<file path="config.mk">
export PLATFORM = sky130hd
export DESIGN_NAME = step_profile_pulse_gen
export DESIGN_NICKNAME = d
export VERILOG_FILES = /design/src/rtl/step_profile_pkg.sv /design/src/rtl/tick_divider.sv /design/src/rtl/step_profile_pulse_gen.sv
export SDC_FILE = /design/constraint.sdc
export NUM_CORES = 1
export LEC_CHECK = 0
export ABC_AREA = 1
export CELL_PAD_IN_SITES_DETAIL_PLACEMENT = 1
export CELL_PAD_IN_SITES_GLOBAL_PLACEMENT = 1
export CORE_MARGIN = 2
export CORE_UTILIZATION = 37
export CTS_CLUSTER_SIZE = 16
export DETAILED_ROUTE_END_ITERATION = 10
export PLACE_DENSITY_LB_ADDON = 0.08
export SYNTH_ARGS = -nofsm -noshare
export SYNTH_HDL_FRONTEND = slang
export SYNTH_SLANG_ARGS = --single-unit
export TNS_END_PERCENT = 10
</file>
<file path="constraint.sdc">
create_clock -name sysclk -period 2.8 [get_ports sysclk]
set_input_delay 0.56 -clock sysclk [delete_from_list [all_inputs] [get_ports sysclk]]
set_output_delay 0.56 -clock sysclk [all_outputs]
set_load 0.005 [all_outputs]
</file>
<file path="src/rtl/step_profile_pkg.sv">
// ---------------------------------------------------------------------------
// step_profile_pkg
// Shared definitions for the step-profile pulse generator: the FSM state
// encoding and the default parameter values used by the top and sub-module.
// ---------------------------------------------------------------------------
package step_profile_pkg;

    typedef enum logic [1:0] {
        ST_IDLE     = 2'd0,
        ST_FETCH    = 2'd1,
        ST_WAIT_VLD = 2'd2,
        ST_RUN      = 2'd3
    } state_t;

    localparam int DEF_ACC_W     = 16;
    localparam int DEF_DIN_W     = 32;
    localparam int DEF_TICK_DIV  = 25;
    localparam int DEF_SEG_TICKS = 250;
    localparam int DEF_POS_W     = 32;

endpackage

</file>
<file path="src/rtl/tick_divider.sv">
// ---------------------------------------------------------------------------
// tick_divider
// Free-running divider producing a one-sysclk tick strobe every TICK_DIV
// cycles. It never stops, so tick phase is independent of the FSM.
//
// Ports
//   sysclk  in   system clock
//   reset   in   asynchronous active-high reset
//   tick    out  high for one cycle when the count is TICK_DIV-1
// ---------------------------------------------------------------------------
module tick_divider
    import step_profile_pkg::*;
#(
    parameter int TICK_DIV = DEF_TICK_DIV
) (
    input  logic sysclk,
    input  logic reset,
    output logic tick
);

    localparam int CNT_W = (TICK_DIV > 2) ? $clog2(TICK_DIV) : 1;
    localparam logic [CNT_W-1:0] LAST = CNT_W'(TICK_DIV - 1);

    logic [CNT_W-1:0] r_cnt;

    always_ff @(posedge sysclk or posedge reset) begin
        if (reset) begin
            r_cnt <= '0;
        end else if (r_cnt == LAST) begin
            r_cnt <= '0;
        end else begin
            r_cnt <= r_cnt + 1'b1;
        end
    end

    // Decoded from the count register, so it is 0 while in reset.
    assign tick = (r_cnt == LAST);

endmodule

</file>
<file path="src/rtl/step_profile_pulse_gen.sv">
// ---------------------------------------------------------------------------
// step_profile_pulse_gen
// Plays a FIFO of profile words as a step/direction pulse train. Each word
// sets a phase-accumulator increment and a direction for SEG_TICKS ticks;
// the accumulator MSB is the step output and its rising edges move position.
//
// Ports
//   sysclk        in   system clock
//   reset         in   asynchronous active-high reset
//   enable        in   run request; low forces IDLE
//   din           in   profile word: [DIN_W-1]=dir, [ACC_W-1:0]=freq
//   empty         in   FIFO empty
//   vld           in   FIFO read data valid
//   clr_underrun  in   clears the sticky underrun flag
//   read          out  FIFO read strobe (one cycle, never while empty)
//   pulse         out  step output (registered accumulator MSB)
//   dir           out  direction of the active word
//   tick          out  divider strobe
//   position      out  signed step count
//   busy          out  state is not IDLE
//   underrun      out  FIFO was empty at a segment boundary
//
// state    | meaning
// ---------+---------------------------------------------------------------
// IDLE     | stopped; acc/freq/pulse held at 0
// FETCH    | read strobe issued (held off while empty); old freq still runs
// WAIT_VLD | waiting for read data; old freq still runs
// RUN      | applying the current word for SEG_TICKS ticks
// ---------------------------------------------------------------------------
module step_profile_pulse_gen
    import step_profile_pkg::*;
#(
    parameter int ACC_W     = DEF_ACC_W,
    parameter int DIN_W     = DEF_DIN_W,
    parameter int TICK_DIV  = DEF_TICK_DIV,
    parameter int SEG_TICKS = DEF_SEG_TICKS,
    parameter int POS_W     = DEF_POS_W
) (
    input  logic             sysclk,
    input  logic             reset,
    input  logic             enable,
    input  logic [DIN_W-1:0] din,
    input  logic             empty,
    input  logic             vld,
    input  logic             clr_underrun,
    output logic             read,
    output logic             pulse,
    output logic             dir,
    output logic             tick,
    output logic [POS_W-1:0] position,
    output logic             busy,
    output logic             underrun
);

    localparam int SEG_W = (SEG_TICKS > 2) ? $clog2(SEG_TICKS) : 1;

    state_t           r_state;
    logic [ACC_W-1:0] r_acc;
    logic [ACC_W-1:0] r_freq;
    logic [SEG_W-1:0] r_seg_cnt;
    logic [POS_W-1:0] r_pos;
    logic             r_pulse;
    logic             r_dir;
    logic             r_underrun;

    logic             w_tick;
    logic [ACC_W-1:0] w_acc_next;
    logic             w_rise;
    logic             w_accum;
    logic [POS_W-1:0] w_pos_step;
    logic             w_unused_din;

    tick_divider #(
        .TICK_DIV (TICK_DIV)
    ) u_tick_divider (
        .sysclk (sysclk),
        .reset  (reset),
        .tick   (w_tick)
    );

    assign w_acc_next   = r_acc + r_freq;
    assign w_rise       = ~r_acc[ACC_W-1] & w_acc_next[ACC_W-1];
    assign w_accum      = w_tick & (r_state != ST_IDLE) & enable;
    assign w_pos_step   = r_dir ? {POS_W{1'b1}} : {{(POS_W-1){1'b0}}, 1'b1};
    assign w_unused_din = ^din;

    // Read is decoded combinationally against the live empty flag so it can
    // never be issued while the FIFO is empty; FETCH simply waits instead.
    assign read     = (r_state == ST_FETCH) & enable & ~empty;
    assign busy     = (r_state != ST_IDLE);
    assign tick     = w_tick;
    assign pulse    = r_pulse;
    assign dir      = r_dir;
    assign position = r_pos;
    assign underrun = r_underrun;

    // Later assignments in this block override earlier ones: the IDLE clears
    // win over the accumulator update, and the underrun set wins over clear.
    always_ff @(posedge sysclk or posedge reset) begin
        if (reset) begin
            r_state    <= ST_IDLE;
            r_acc      <= '0;
            r_freq     <= '0;
            r_seg_cnt  <= '0;
            r_pos      <= '0;
            r_pulse    <= 1'b0;
            r_dir      <= 1'b0;
            r_underrun <= 1'b0;
        end else begin
            if (w_accum) begin
                r_acc   <= w_acc_next;
                r_pulse <= w_acc_next[ACC_W-1];
                if (w_rise) begin
                    r_pos <= r_pos + w_pos_step;
                end
            end

            if (clr_underrun) begin
                r_underrun <= 1'b0;
            end

            if (!enable) begin
                r_state <= ST_IDLE;
                r_acc   <= '0;
                r_freq  <= '0;
                r_pulse <= 1'b0;
            end else begin
                case (r_state)
                    ST_IDLE: begin
                        r_acc   <= '0;
                        r_freq  <= '0;
                        r_pulse <= 1'b0;
                        if (!empty) begin
                            r_state <= ST_FETCH;
                        end
                    end
                    ST_FETCH: begin
                        if (!empty) begin
                            r_state <= ST_WAIT_VLD;
                        end
                    end
                    ST_WAIT_VLD: begin
                        if (vld) begin
                            r_freq    <= din[ACC_W-1:0];
                            r_dir     <= din[DIN_W-1];
                            r_seg_cnt <= SEG_W'(SEG_TICKS - 1);
                            r_state   <= ST_RUN;
                        end
                    end
                    ST_RUN: begin
                        if (w_tick) begin
                            if (r_seg_cnt == '0) begin
                                if (empty) begin
                                    r_underrun <= 1'b1;
                                    r_state    <= ST_IDLE;
                                    r_acc      <= '0;
                                    r_freq     <= '0;
                                    r_pulse    <= 1'b0;
                                end else begin
                                    r_state <= ST_FETCH;
                                end
                            end else begin
                                r_seg_cnt <= r_seg_cnt - 1'b1;
                            end
                        end
                    end
                    default: r_state <= ST_IDLE;
                endcase
            end
        end
    end

endmodule
</file>
==> results_dict.tcl <==
set metrics [dict create \
    avgSynthCellArea_sq_um 6.44 \
    multi_input_area_sq_mm 0.00394 \
    grt_usage_pct 20.2 \
    power.leakage_nw 4.41 \
    clk-insertion-delay-late_ps 360 \
    row_count 49 \
    cts_tree "done" \
    skew_ps 15.3 \
    numCtsBuffers 9 \
    syn_nets 1142 \
    status "finished, final reports clean" \
    htreeDepth 3 \
    hold_ws_ps 499 \
    fin_nets 1208 \
    synth_top_area_cell "dfrtp_1" \
    grt_pass1_vias 6670 \
    yosysMostFrequentCell "nand2_1" \
    clkPwrFrac_pct 22.3 \
    grt_pass1_wl_um 32100 \
    start_util_pct 37.6 \
    viasPerCell 4.81 \
    p_int_mw 3.03 \
    power.share.switching_pct 47.0 \
    ctsHoldBuffers 0 \
    area_growth_pct 17.7 \
    synth-edff-count 0 \
    route.vias.total 6486 \
    max_freq_mhz 409 \
    cap_violations 0 \
    setup_tns_ps 0 \
    mappedNetlistArea_sq_mm 0.00676 \
    postRouteAntennaNets 0 \
    pwr-share-seq_pct 24.6 \
    num-fill-cells 2413 \
    worst_pin_slew_ps 546 \
    critPathCaptureType "flop" \
    setup_ws_ps 356 \
    seq_area_frac_synth_pct 30.4 \
    synth_commonest_cells "nand2_1, inv_1, nor2_1" \
    p_switching_mw 2.69 \
    grt_overflow 0 \
    fin_crit_ps 2440 \
    start_kind "flop" \
    placed_cell_area_sq_mm 0.00765 \
    required_ps 3010 \
    fin_area_sq_mm 0.00796 \
    cts_root_buf "clkbuf_16" \
    synth_ff_type "dfrtp_1" \
    power_density_mw_per_mm2 719 \
    cts_resized 0 \
    rsz0062_at_grt "no" \
    hold_violations 0 \
    preCtsSetupSlack_ps 259 \
    routabilityCongestion 0.821 \
    post-place-cells 1333 \
    die-height_um 139 \
    drt-total-wl_um 18800 \
    grt_max_degree 83 \
    port_buffers 60 \
    antenna_found_initial 0 \
    min_path_type "reg2reg" \
    first_pass_iters 4 \
    seqCellArea_sq_mm 0.00205 \
    ys_top_cells_by_area "dfrtp_1, nand2_1, ha_1" \
    die_area_sq_mm 0.0194 \
    drc_errors 0 \
    cts_sinks 82 \
    stdcell_count 1349 \
    die_w_um 139 \
    post-route-period-util_pct 87.3 \
    peakVddDrop_mv 0.334 \
    clk_path_buf_depth 2 \
    hpwl_um 15000 \
    core_sq_mm 0.0180 \
    worstPathArrival_ps 2660 \
    combPwrFrac_pct 53.1 \
    ys_warn_count 0 \
    slew_headroom_pct 63.6 \
    syn_inst 1049 \
    post-cts-setup-buffer-count 0 \
    yosysTopAreaCellShare_pct 30.4 \
    synthDistinctLibCells 34 \
    antennaDiodeCount 0 \
    path_clk_slew_ps 70 \
    worstSetupPathType "reg2reg" \
    drive_above_1_share_pct 4.38 \
    slew_violations 0 \
    avgRoutedWirePerCell_um 14.0 \
    ys_ff_latch 82 \
    async_reset_ff_share_pct 100 \
    drt_iter0_drc 178 \
    crit_path_max_fanout 44 \
    setup_viol 0 \
    ios 76 \
]
[power by group through the flow]
stage	Combinational, mW	Sequential, mW	Clock, mW
2_1_floorplan	2.17	1.45	0
3_3_place_gp	3.03	1.42	0
3_5_place_dp	3.09	1.43	0
4_1_cts	3.11	1.40	1.33
5_1_grt	3.49	1.42	1.35
6_report	3.04	1.41	1.28
[per-stage QoR]
step	power [mW]	util, %
after detailed placement	4.52	42.6
after global routing	6.26	44.3
after CTS	5.84	44.3
after global placement	4.45	42.6
after floorplan	3.62	-
final	5.72	44.3
[cell usage in the layout, fill, tap and decap left out, drive strengths merged]
| master | count |
|---|---|
| nand2 | 397 |
| inv | 179 |
| nor2 | 89 |
| dfrtp | 82 |
| nand3 | 60 |
| clkdlybuf4s50 | 60 |
| o21ai | 57 |
| ha | 53 |
| a21oi | 52 |
| xnor2 | 14 |
| nor3 | 11 |
| buf | 10 |
| clkbuf | 9 |
| xor2 | 8 |
| nand3b | 8 |
| nand4 | 7 |
| o21bai | 4 |
| a21o | 4 |
| clkinv | 4 |
| o211ai | 3 |
| o31ai | 2 |
| fa | 2 |
| a211oi | 1 |
| a21boi | 1 |
| o22ai | 1 |
| bufinv | 1 |
| clkinvlp | 1 |
[kinds of logic (layout without fill, tap and decap cells)]
family          count (synthesis)  in the layout  share of synthesized area (%)
compound gates                125            125                           10.7
xor+xnor                       22             22                           2.85
fa+ha+maj                      55             55                           10.4
buf+inv                       193            264                           11.3
flops                          82             82                           30.4
simple gates                  572            572                           34.3
[final cells by class]
type	instances	share of cell area (%)
Clock buffer	9	2.83
Clock inverter	7	1.05
Inverter	178	8.41
Multi-Input combinational cell	774	49.5
Sequential cell	82	25.8
Tap cell	229	3.60
Timing Repair Buffer	70	8.80
[routing by layer]
| metal | part of all wire (%) | wire [um] | up-vias | track usage, % |
|---|---|---|---|---|
| li1 | - | - | 3404 | - |
| met2 | 51 | 9690 | 55 | 38.0 |
| met3 | 1.7 | 318 | 12 | 2.73 |
| met5 | 0 | 0 | - | 0 |
| met1 | 46 | 8610 | 3015 | 24.6 |
| met4 | 1.1 | 202 | 0 | 3.88 |
[path summary, 6_finish.rpt]
| path | from | endpoint | slack (ps) | cells after the start |
|---|---|---|---|---|
| max | r_acc[13]$_DFF_PP0_ | position[16]$_DFFE_PP0P_ | 360 | 11 |
| max in group asynchronous | reset | r_acc[7]$_DFF_PP0_ | 1810 | 3 |
| min in group asynchronous | reset | position[0]$_DFFE_PP0P_ | 640 | 3 |
| max reg2reg | r_acc[13]$_DFF_PP0_ | position[16]$_DFFE_PP0P_ | 360 | 11 |
| min reg2reg | r_freq[12]$_DFFE_PP0P_ | r_freq[12]$_DFFE_PP0P_ | 500 | 2 |
| min | r_freq[12]$_DFFE_PP0P_ | r_freq[12]$_DFFE_PP0P_ | 500 | 2 |
[state kept, by name, indices dropped and copies added, names as in the netlist]
register              cells
position                 32
r_state                   2
underrun                  1
r_seg_cnt                 8
r_freq                   16
dir                       1
r_acc                    16
u_tick_divider.r_cnt      5
pulse                     1
[worst max-delay path, cell delays in order (launching register included)]
cell and delay [ps]:
dfrtp_1 400, ha_1 390, nand2_1 150, inv_1 50, nand2_1 60, nand2_1 40, a21oi_1 280, nand2_1 120
nand2_1 70, nand2_1 120, nand2_4 420, o21ai_0 180
Power figures use the tool's default switching activity.
